===== src/rtl/display_bcd_seq_pkg.sv =====
// Shared definitions for the 7-segment decimal display driver.
//   - digit codes that extend BCD 0..9 with minus / blank / overflow glyphs
//   - FSM state encoding
//   - seg7_encode: code -> 7-segment pattern, bit order {g,f,e,d,c,b,a}
package display_pkg;

    localparam logic [3:0] CODE_MINUS = 4'd10;
    localparam logic [3:0] CODE_BLANK = 4'd11;
    localparam logic [3:0] CODE_OVF   = 4'd15;

    typedef enum logic [1:0] {IDLE, CONV, FIN} state_t;

    localparam logic [6:0] SEG_MINUS = 7'b100_0000;   // g
    localparam logic [6:0] SEG_OVF   = 7'b100_1001;   // a, d, g
    localparam logic [6:0] SEG_BLANK = 7'b000_0000;

    // Codes 12..14 never get generated; they fall back to blank.
    function automatic logic [6:0] seg7_encode(input logic [3:0] code, input logic active_low);
        logic [6:0] p;
        case (code)
            4'd0:    p = 7'b011_1111;
            4'd1:    p = 7'b000_0110;
            4'd2:    p = 7'b101_1011;
            4'd3:    p = 7'b100_1111;
            4'd4:    p = 7'b110_0110;
            4'd5:    p = 7'b110_1101;
            4'd6:    p = 7'b111_1101;
            4'd7:    p = 7'b000_0111;
            4'd8:    p = 7'b111_1111;
            4'd9:    p = 7'b110_1111;
            4'd10:   p = SEG_MINUS;
            4'd15:   p = SEG_OVF;
            default: p = SEG_BLANK;
        endcase
        return active_low ? ~p : p;
    endfunction

endpackage


===== src/rtl/display_bcd_seq_seg7.sv =====
// seg7_digit: one digit decoder, display code -> 7 segments.
// Ports:
//   code  in  4  digit code (0..9, CODE_MINUS, CODE_BLANK, CODE_OVF)
//   seg   out 7  segment pattern {g,f,e,d,c,b,a}, polarity set by ACTIVE_LOW
module seg7_digit
    import display_pkg::*;
#(
    parameter int ACTIVE_LOW = 1
) (
    input  logic [3:0] code,
    output logic [6:0] seg
);

    assign seg = seg7_encode(code, ACTIVE_LOW != 0);

endmodule


===== src/rtl/display_bcd_seq.sv =====
// display_bcd_seq: sequential binary-to-decimal 7-segment display driver.
// Converts entrada to DIGITS decimal digits by double-dabble, one shift per
// clock, then decodes the digits into the registered seg bus.
// Ports:
//   clock     in   1          rising-edge clock
//   reset     in   1          asynchronous, active-high
//   start     in   1          capture entrada and convert (only when idle)
//   entrada   in   IN_W       value to display
//   busy      out  1          conversion in progress
//   done      out  1          one-cycle pulse when seg/overflow are updated
//   overflow  out  1          last result did not fit the display
//   seg       out  7*DIGITS   seg[7*i +: 7] = digit i (0 = rightmost)
module display_bcd_seq
    import display_pkg::*;
#(
    parameter int IN_W          = 32,
    parameter int DIGITS        = 5,
    parameter int SIGNED        = 0,
    parameter int LEADING_BLANK = 1,
    parameter int ACTIVE_LOW    = 1
) (
    input  logic                  clock,
    input  logic                  reset,
    input  logic                  start,
    input  logic [IN_W-1:0]       entrada,
    output logic                  busy,
    output logic                  done,
    output logic                  overflow,
    output logic [7*DIGITS-1:0]   seg
);

    localparam int BW = 4 * DIGITS;
    localparam int CW = $clog2(IN_W + 1);

    state_t              state;
    logic [IN_W-1:0]     mag;
    logic [BW-1:0]       bcd;
    logic [BW-1:0]       bcd_adj;
    logic [CW-1:0]       cnt;
    logic                neg;
    logic                sticky;
    logic                ovf;
    int                  lead;
    logic [3:0]          code [DIGITS];
    logic [7*DIGITS-1:0] pat;

    // Add-3 correction on every nibble ahead of the shift.
    always_comb begin
        bcd_adj = bcd;
        for (int i = 0; i < DIGITS; i++)
            if (bcd[4*i +: 4] >= 4'd5)
                bcd_adj[4*i +: 4] = bcd[4*i +: 4] + 4'd3;
    end

    // Final digit codes, valid while in FIN.
    // A negative value that fits always has a zero top nibble, so the minus
    // slot at lead+1 never falls off the left end.
    always_comb begin
        lead = 0;
        for (int i = 0; i < DIGITS; i++)
            if (bcd[4*i +: 4] != 4'd0)
                lead = i;
        ovf = sticky | (neg & (bcd[BW-1 -: 4] != 4'd0));
        for (int i = 0; i < DIGITS; i++) begin
            code[i] = bcd[4*i +: 4];
            if (ovf)
                code[i] = CODE_OVF;
            else if (LEADING_BLANK != 0 && i > lead)
                code[i] = CODE_BLANK;
            if (!ovf && neg) begin
                if ((LEADING_BLANK != 0) ? (i == lead + 1) : (i == DIGITS - 1))
                    code[i] = CODE_MINUS;
            end
        end
    end

    for (genvar g = 0; g < DIGITS; g++) begin : g_digit
        seg7_digit #(.ACTIVE_LOW(ACTIVE_LOW)) u_digit (
            .code (code[g]),
            .seg  (pat[7*g +: 7])
        );
    end

    always_ff @(posedge clock or posedge reset) begin
        if (reset) begin
            state    <= IDLE;
            busy     <= 1'b0;
            done     <= 1'b0;
            overflow <= 1'b0;
            seg      <= {DIGITS{seg7_encode(CODE_BLANK, ACTIVE_LOW != 0)}};
            mag      <= '0;
            bcd      <= '0;
            cnt      <= '0;
            neg      <= 1'b0;
            sticky   <= 1'b0;
        end else begin
            done <= 1'b0;
            case (state)
                IDLE: begin
                    if (start) begin
                        // Two's-complement negate in IN_W bits: -2^(IN_W-1)
                        // maps to 2^(IN_W-1), which is exact as unsigned.
                        if (SIGNED != 0 && entrada[IN_W-1]) begin
                            neg <= 1'b1;
                            mag <= ~entrada + IN_W'(1);
                        end else begin
                            neg <= 1'b0;
                            mag <= entrada;
                        end
                        bcd    <= '0;
                        sticky <= 1'b0;
                        cnt    <= CW'(IN_W);
                        busy   <= 1'b1;
                        state  <= CONV;
                    end
                end
                CONV: begin
                    bcd    <= {bcd_adj[BW-2:0], mag[IN_W-1]};
                    mag    <= {mag[IN_W-2:0], 1'b0};
                    sticky <= sticky | bcd_adj[BW-1];
                    cnt    <= cnt - CW'(1);
                    if (cnt == CW'(1))
                        state <= FIN;
                end
                FIN: begin
                    seg      <= pat;
                    overflow <= ovf;
                    done     <= 1'b1;
                    busy     <= 1'b0;
                    state    <= IDLE;
                end
                default: state <= IDLE;
            endcase
        end
    end

endmodule

===== config.mk =====
export PLATFORM = sky130hd
export DESIGN_NAME = display_bcd_seq
export DESIGN_NICKNAME = d
export VERILOG_FILES = /design/src/rtl/display_bcd_seq_pkg.sv /design/src/rtl/display_bcd_seq_seg7.sv /design/src/rtl/display_bcd_seq.sv
export SDC_FILE = /design/constraint.sdc
export NUM_CORES = 1
export LEC_CHECK = 0
export CORE_UTILIZATION = 38
export CTS_CLUSTER_DIAMETER = 120
export DETAILED_ROUTE_END_ITERATION = 16
export PLACE_DENSITY = 0.68
export SKIP_LAST_GASP = 1
export SYNTH_ARGS = -nofsm -noshare
export SYNTH_HDL_FRONTEND = slang
export SYNTH_SLANG_ARGS = --single-unit

===== constraint.sdc =====
create_clock -name clock -period 3.2 [get_ports clock]
set_input_delay 0.32 -clock clock [delete_from_list [all_inputs] [get_ports clock]]
set_output_delay 0.32 -clock clock [all_outputs]
set_load 0.03 [all_outputs]

# Word-level counts from Yosys, hierarchy flattened
# Memory sizes are Yosys's and may differ from the RTL's.
# Index checks and enable logic that the tools add are counted.
[word_totals] regBits=99 mem_bits_ro=560 in_bits=35 output_inout_bits=38 wordCells=84 mem_count=5
[mem_list] memory="(no name shown)" words=16 word_bits=7 read_ports=1 rd_ports_with_merged_regs=0 write_ports=0 line="display_bcd_seq_pkg.sv:20" rtl="case (code)"
[mem_list] memory="(no name shown)" words=16 word_bits=7 read_ports=1 rd_ports_with_merged_regs=0 write_ports=0 line="display_bcd_seq_pkg.sv:20"
[mem_list] memory="(no name shown)" words=16 word_bits=7 read_ports=1 rd_ports_with_merged_regs=0 write_ports=0 line="display_bcd_seq_pkg.sv:20"
[mem_list] memory="(no name shown)" words=16 word_bits=7 read_ports=1 rd_ports_with_merged_regs=0 write_ports=0 line="display_bcd_seq_pkg.sv:20"
[mem_list] memory="(no name shown)" words=16 word_bits=7 read_ports=1 rd_ports_with_merged_regs=0 write_ports=0 line="display_bcd_seq_pkg.sv:20"
[classes] addsub=6 order_cmp=10 n_eq_ne=5 mux=33 n_bitwise=6 n_reduce_logical=10
[ops] op="32-bit two-way mux" count=4
[ops] op="3-bit by 32-bit greater-than comparator with 1-bit output (first input constant)" count=2
[ops] op="32-bit case mux with 2 select lines" count=1
[ops] op="4-bit two-way mux" count=15
[ops] op="20-bit case mux with 2 select lines" count=1
[ops] op="7-bit inverter" count=5
[ops] op="1-bit by 32-bit greater-than comparator with 1-bit output (first input constant)" count=1
[ops] op="2-bit by 32-bit greater-than comparator with 1-bit output (first input constant)" count=1
[ops] op="4-bit by 32-bit greater-than comparator with 1-bit output (first input constant)" count=1
[ops] op="4-bit by 2-bit adder with 4-bit output (second input constant)" count=5
[ops] op="4-bit by 3-bit greater-or-equal comparator with 1-bit output (second input constant)" count=5
[ops] op="20-bit two-way mux" count=1
[ops] op="4-bit nonzero test" count=4
[ops] op="6-bit case mux with 2 select lines" count=1
[ops] op="6-bit by 1-bit equality test with 1-bit output (second input constant)" count=1
[ops] op="6-bit two-way mux" count=1
[ops] op="2-bit AND reduction" count=3
[ops] op="6-bit by 1-bit subtractor with 6-bit output (second input constant)" count=1
[ops] op="1-bit two-way mux" count=4
[ops] op="2-bit two-way mux" count=2
[ops] op="2-bit != test (second input constant)" count=2
[ops] op="1-bit case mux with 2 select lines" count=2
[ops] op="2-bit case mux with 2 select lines" count=1
[ops] op="2-bit nonzero test" count=2
[ops] op="4 further kinds" count=4

# Depth between registers and ports, before layout
# An unclocked memory read counts as a cell.
[depth] ltp_word=10 depth_mapped=12 depth_no_buf=11

# Hierarchy
# Synthesis repeated with hierarchy kept, for this count alone.
[hier_totals] cells_unflattened=595 hier_area_um2=6059.6
[by_module_without_submodules] module="display_bcd_seq" n_inst=1 cells_each=435 area_per_inst_um2=4835.9 seq_area_each_um2=2521.2
[by_module_without_submodules] module="seg7_digit at g_digit[0].u_digit ..." n_inst=3 cells_each=30 area_per_inst_um2=254.0 seq_area_each_um2=0.0
[by_module_without_submodules] module="seg7_digit at g_digit[2].u_digit" n_inst=1 cells_each=35 area_per_inst_um2=232.7 seq_area_each_um2=0.0
[by_module_without_submodules] module="seg7_digit at g_digit[4].u_digit" n_inst=1 cells_each=35 area_per_inst_um2=229.0 seq_area_each_um2=0.0

# Worst setup path before layout
# No wires, ideal clock.
[synth_timing] path_kind="reg-to-reg" from="register bcd[4]" to="register seg[11]" setup_ns=0.111 t_arrival_ns=2.458 required_ns=3.089 path_slack_ns=0.631 path_stages_with_launch=12 path_buffers=0 period_less_slack_ns=2.569 cell_sequence="dfrtp_1 -> inv_1 -> ha_1 -> or4b_4 -> nor4_1 -> or3_1 -> inv_1 -> ha_1 -> nand2b_1 -> a21oi_1 -> o31a_1 -> o311ai_0"
[synth_between] elab_chain_len=10
[synth_lines] element="start: declaration" line="display_bcd_seq.sv:37" rtl="logic [BW-1:0] bcd;"
[synth_lines] element="start signal: assignment" line="display_bcd_seq.sv:118" rtl="bcd <= {bcd_adj[BW-2:0], mag[IN_W-1]};"
[synth_lines] element="4-bit nonzero test" line="display_bcd_seq.sv:61" rtl="if (bcd[4*i +: 4] != 4'd0)"
[synth_lines] element="1-bit two-way mux" line="display_bcd_seq.sv:61"
[synth_lines] element="32-bit two-way mux (3 in a row)" line="display_bcd_seq.sv:61"
[synth_lines] element="2-bit by 32-bit greater-than comparator with 1-bit output" line="display_bcd_seq.sv:68" rtl="else if (LEADING_BLANK != 0 && i > lead)"
[synth_lines] element="4-bit two-way mux (*)" line="display_bcd_seq.sv:68"
[synth_lines] element="4-bit two-way mux (*)" line="display_bcd_seq.sv:66" rtl="if (ovf)"
[synth_lines] element="memory 16 x 7 bit (*)"
[synth_lines] element="7-bit inverter (*)" line="display_bcd_seq_pkg.sv:35" rtl="return active_low ? ~p : p;"
[synth_lines] element="end signal: assignment" line="display_bcd_seq.sv:90" rtl="seg <= {DIGITS{seg7_encode(CODE_BLANK, ACTIVE_LOW != 0)}};"
[synth_lines] element="end signal: assignment" line="display_bcd_seq.sv:126" rtl="seg <= pat;"
[synth_lines] element="end: declaration" line="display_bcd_seq.sv:29" rtl="output logic [7*DIGITS-1:0] seg"
# Every way passes the cells marked *; elsewhere a longest branch is shown, timed or not.
# A chain may end at the register's enable or synchronous reset.

# Final worst setup path
[layout_timing] from="register bcd[9]" to="register seg[11]"
[layout_between] elab_chain_len=9
[layout_lines] element="4-bit nonzero test" line="display_bcd_seq.sv:61"
[layout_lines] element="32-bit two-way mux (3 in a row)" line="display_bcd_seq.sv:61"
[layout_lines] element="2-bit by 32-bit greater-than comparator with 1-bit output" line="display_bcd_seq.sv:68"
[layout_lines] element="4-bit two-way mux" line="display_bcd_seq.sv:68"
[layout_lines] element="4-bit two-way mux" line="display_bcd_seq.sv:66"
[layout_lines] element="memory 16 x 7 bit"
[layout_lines] element="7-bit inverter" line="display_bcd_seq_pkg.sv:35"
# Every way passes these cells.

==> impl_metrics.yaml <==
timing:
  worst_pin_slew_ns: 0.8704
  post-route-min-period_ns: 2.917
  fin_crit_sh_pct: 91.14
  final_max_slew_viol_count: 0
  timing.fmax_ghz: 0.3429
  fin_setup_tns_ns: 0
  slew_headroom_pct: 41.97
  finalSetupViolCount: 0
  rsz0062_at_grt: "no"
  finClkSkew_ns: 0.01327
  hold_viol_final: 0
setup_path:
  worstSetupPathType: "register to register"
  crit_fanout: 6
  critPathCaptureType: "register"
  cp.required_ns: 3.44
  cp-start-kind: "register"
  critical_path_arrival_ns: 3.15
logic_synthesis:
  synth_cell_types: 70
  synth_edf_count: 0
  yosysTopAreaCell: "dfrtp_1"
  synth.most_common_cell: "nand2_1"
  yosysTopAreaCellShare_pct: 27.45
  syn_nets: 718
  ys_seq_elements: 99
  synth_ff_type: "dfrtp_1"
  yosysWarnings: 0
  synth_top_cells_by_count: "101 x nand2_1, 64 x dfrtp_1, 43 x ha_1"
  async_flop_share_pct: 100.0
  synth_seq_area_share_pct: 43.21
  syn_inst: 640
  syn_avg_cell_area_um2: 9.116
  netlist_area_um2: 5834
  synth_area_leaders: "dfrtp_1 27%, dfstp_2 16%, ha_1 9.2%, nand2_1 6.5%, a22oi_1 3.9%"
detailed_routing:
  vias: 4802
  drt-initial-drc-count: 243
  ant_nets: 0
  viasPerCell: 5.426
  dr.pass1.iters: 5
  wire_per_inst_um: 14.56
  wirelength_um: 12890
  remaining_drc_errors: 0
placed_design:
  dpl.hpwl_um: 8945
  io_buffers: 72
  gp_congestion: 0.8448
floorplan:
  initial_core_util_pct: 39.54
  die_y_um: 125.9
  ioPinCount: 73
  placementRows: 44
  dieArea_um2: 15850
  coreArea_um2: 14750
  die_w_um: 125.9
pwr:
  internal-power_mw: 4.107
  swShare_pct: 44.00
  p_switching_mw: 3.226
  comb_power_share_pct: 52.8
  pwr-share-clk_pct: 14.7
  power_density_nw_per_um2: 1038
  ir_drop_mv: 0.3664
  leakagePower_nw: 2.984
  sequentialPowerShare_pct: 32.5
global_route:
  grt_util_all_layers_pct: 17.17
  grt_overflow: 0
  grt_pass1_vias: 4633
  antenna_found_initial: 0
  grt_max_degree: 100
  grt_pass1_wl_um: 22340
final_layout:
  diodes: 0
  nets: 774
  drive_above_1_share_pct: 13.12
  final_util_pct: 47.89
  syn_to_final_growth_pct: 21.10
  n_fill_cell: 1389
cts:
  clock_latency_ns: 0.36
  cts-root-buf: "clkbuf_16"
  cts-resized-gates: 0
  ctsHoldBuffers: 0
  cts.clk_slew.worst_paths_ns: 0.07
  h-tree-depth: 3
  ctsLongestPathBuffers: 2
  cts_buffers: 9
  clock_sinks: 99
  cts_tree: "done"
  post_cts_buffers: 0
job:
  cap_viol_max_count: 0
worst_hold_path:
  hold_class: "input pin to async pin"
run_status:
  status: "finished clean"
==> cells by family after synthesis <==
family                   after synthesis  synth area share, %
multiplexers                          11                2.037
adder cells (fa/ha/maj)               43                9.222
buffers and inverters                 77                5.190
flip-flops                            99                43.21
AND/OR/NAND/NOR                      227                18.59
AO/OA/AOI/OAI                        176                20.70
XOR/XNOR                               7                1.051
==> state kept, by name (all words and copies together), names as in the netlist <==
| register | flops |
|---|---|
| overflow | 1 |
| sticky | 1 |
| seg | 35 |
| state | 2 |
| bcd | 20 |
| busy | 1 |
| done | 1 |
| cnt | 6 |
| mag | 32 |
==> layout by cell type, fill, tap and decap left out, types with 10 or more instances in the layout <==
master | synthesis | final
dfstp_2 | 35 | 35
inv_1 | 31 | 30
buf_4 | 0 | 18
nand2_1 | 101 | 101
nor2_1 | 41 | 40
o31ai_1 | 15 | 15
a21oi_1 | 30 | 30
nand2b_1 | 10 | 10
clkdlybuf4s50_1 | 0 | 72
a22oi_1 | 30 | 30
dfrtp_1 | 64 | 64
o21ai_0 | 41 | 41
ha_1 | 43 | 43
nand3_1 | 26 | 26
==> routing by layer <==
metal	vias to the layer above	GRT usage, %	share of wire [%]
met1	2306	22.51	46
met5	-	0	0
met4	0	5.599	1.5
met3	14	3.271	4.0
li1	2382	-	-
met2	100	28.53	48
==> power groups by stage <==
stage	clock network (mW)	logic, mW	registers (mW)
2_1_floorplan	0	2.53	2.63
3_5_place_dp	0	3.87	2.40
5_1_grt	1.15	4.35	2.47
4_1_cts	1.12	3.89	2.38
3_3_place_gp	0	3.74	2.37
6_report	1.08	3.87	2.38
==> stage by stage <==
| step | worst slack [ns] | area (µm²) | total power [mW] | cells | hold WS [ns] |
|---|---|---|---|---|---|
| 2_1_floorplan | 0.3475 | 5834 | 5.161 | 640 | 0.4254 |
| 3_3_place_gp | 0.4126 | 6768 | 6.111 | 869 | 0.4553 |
| 3_5_place_dp | 0.2325 | 6768 | 6.273 | 869 | 0.4576 |
| 4_1_cts | 0.2104 | 7059 | 7.388 | 885 | 0.4683 |
| 5_1_grt | 0.02913 | 7066 | 7.973 | 885 | 0.4939 |
| 6_report | 0.2834 | 7066 | 7.334 | 885 | 0.4300 |
==> cell type report <==
| cell class | count | area [µm²] | area share (%) |
|---|---|---|---|
| clock buffers | 10 | 239.0 | 3.382 |
| clock inverters | 6 | 52.55 | 0.7438 |
| inverters | 31 | 118.9 | 1.682 |
| multi-input cells | 464 | 3028 | 42.85 |
| flip-flops and latches | 99 | 2521 | 35.68 |
| well taps | 184 | 230.2 | 3.258 |
| repair buffers | 91 | 875.8 | 12.40 |
==> path summary, 6_finish.rpt <==
kind / endpoint / slack [ns] / cells past startpoint / from
setup / recovery: seg[11]$_DFFE_PP1P_ / 0.28 / 11 / bcd[9]$_DFFE_PP0P_
min in group clock: seg[12]$_DFFE_PP1P_ / 0.46 / 2 / seg[12]$_DFFE_PP1P_
hold reg to reg: seg[12]$_DFFE_PP1P_ / 0.46 / 2 / seg[12]$_DFFE_PP1P_
hold / removal: bcd[15]$_DFFE_PP0P_ / 0.43 / 3 / reset
setup reg to reg: seg[11]$_DFFE_PP1P_ / 0.28 / 11 / bcd[9]$_DFFE_PP0P_
max in group asynchronous: mag[6]$_DFFE_PP0P_ / 2.33 / 3 / reset
==> worst max-delay path, stage by stage (launching register included) <==
cell and delay (ns):
dfrtp_1 0.44, inv_1 0.15, ha_1 0.24, or3b_1 0.47, nor4_2 0.30, or3_1 0.23, inv_1 0.10, ha_1 0.22
nand2b_1 0.08, a21oi_1 0.06, o31a_1 0.14, o311ai_0 0.36
(Power assumes the default switching activity.)
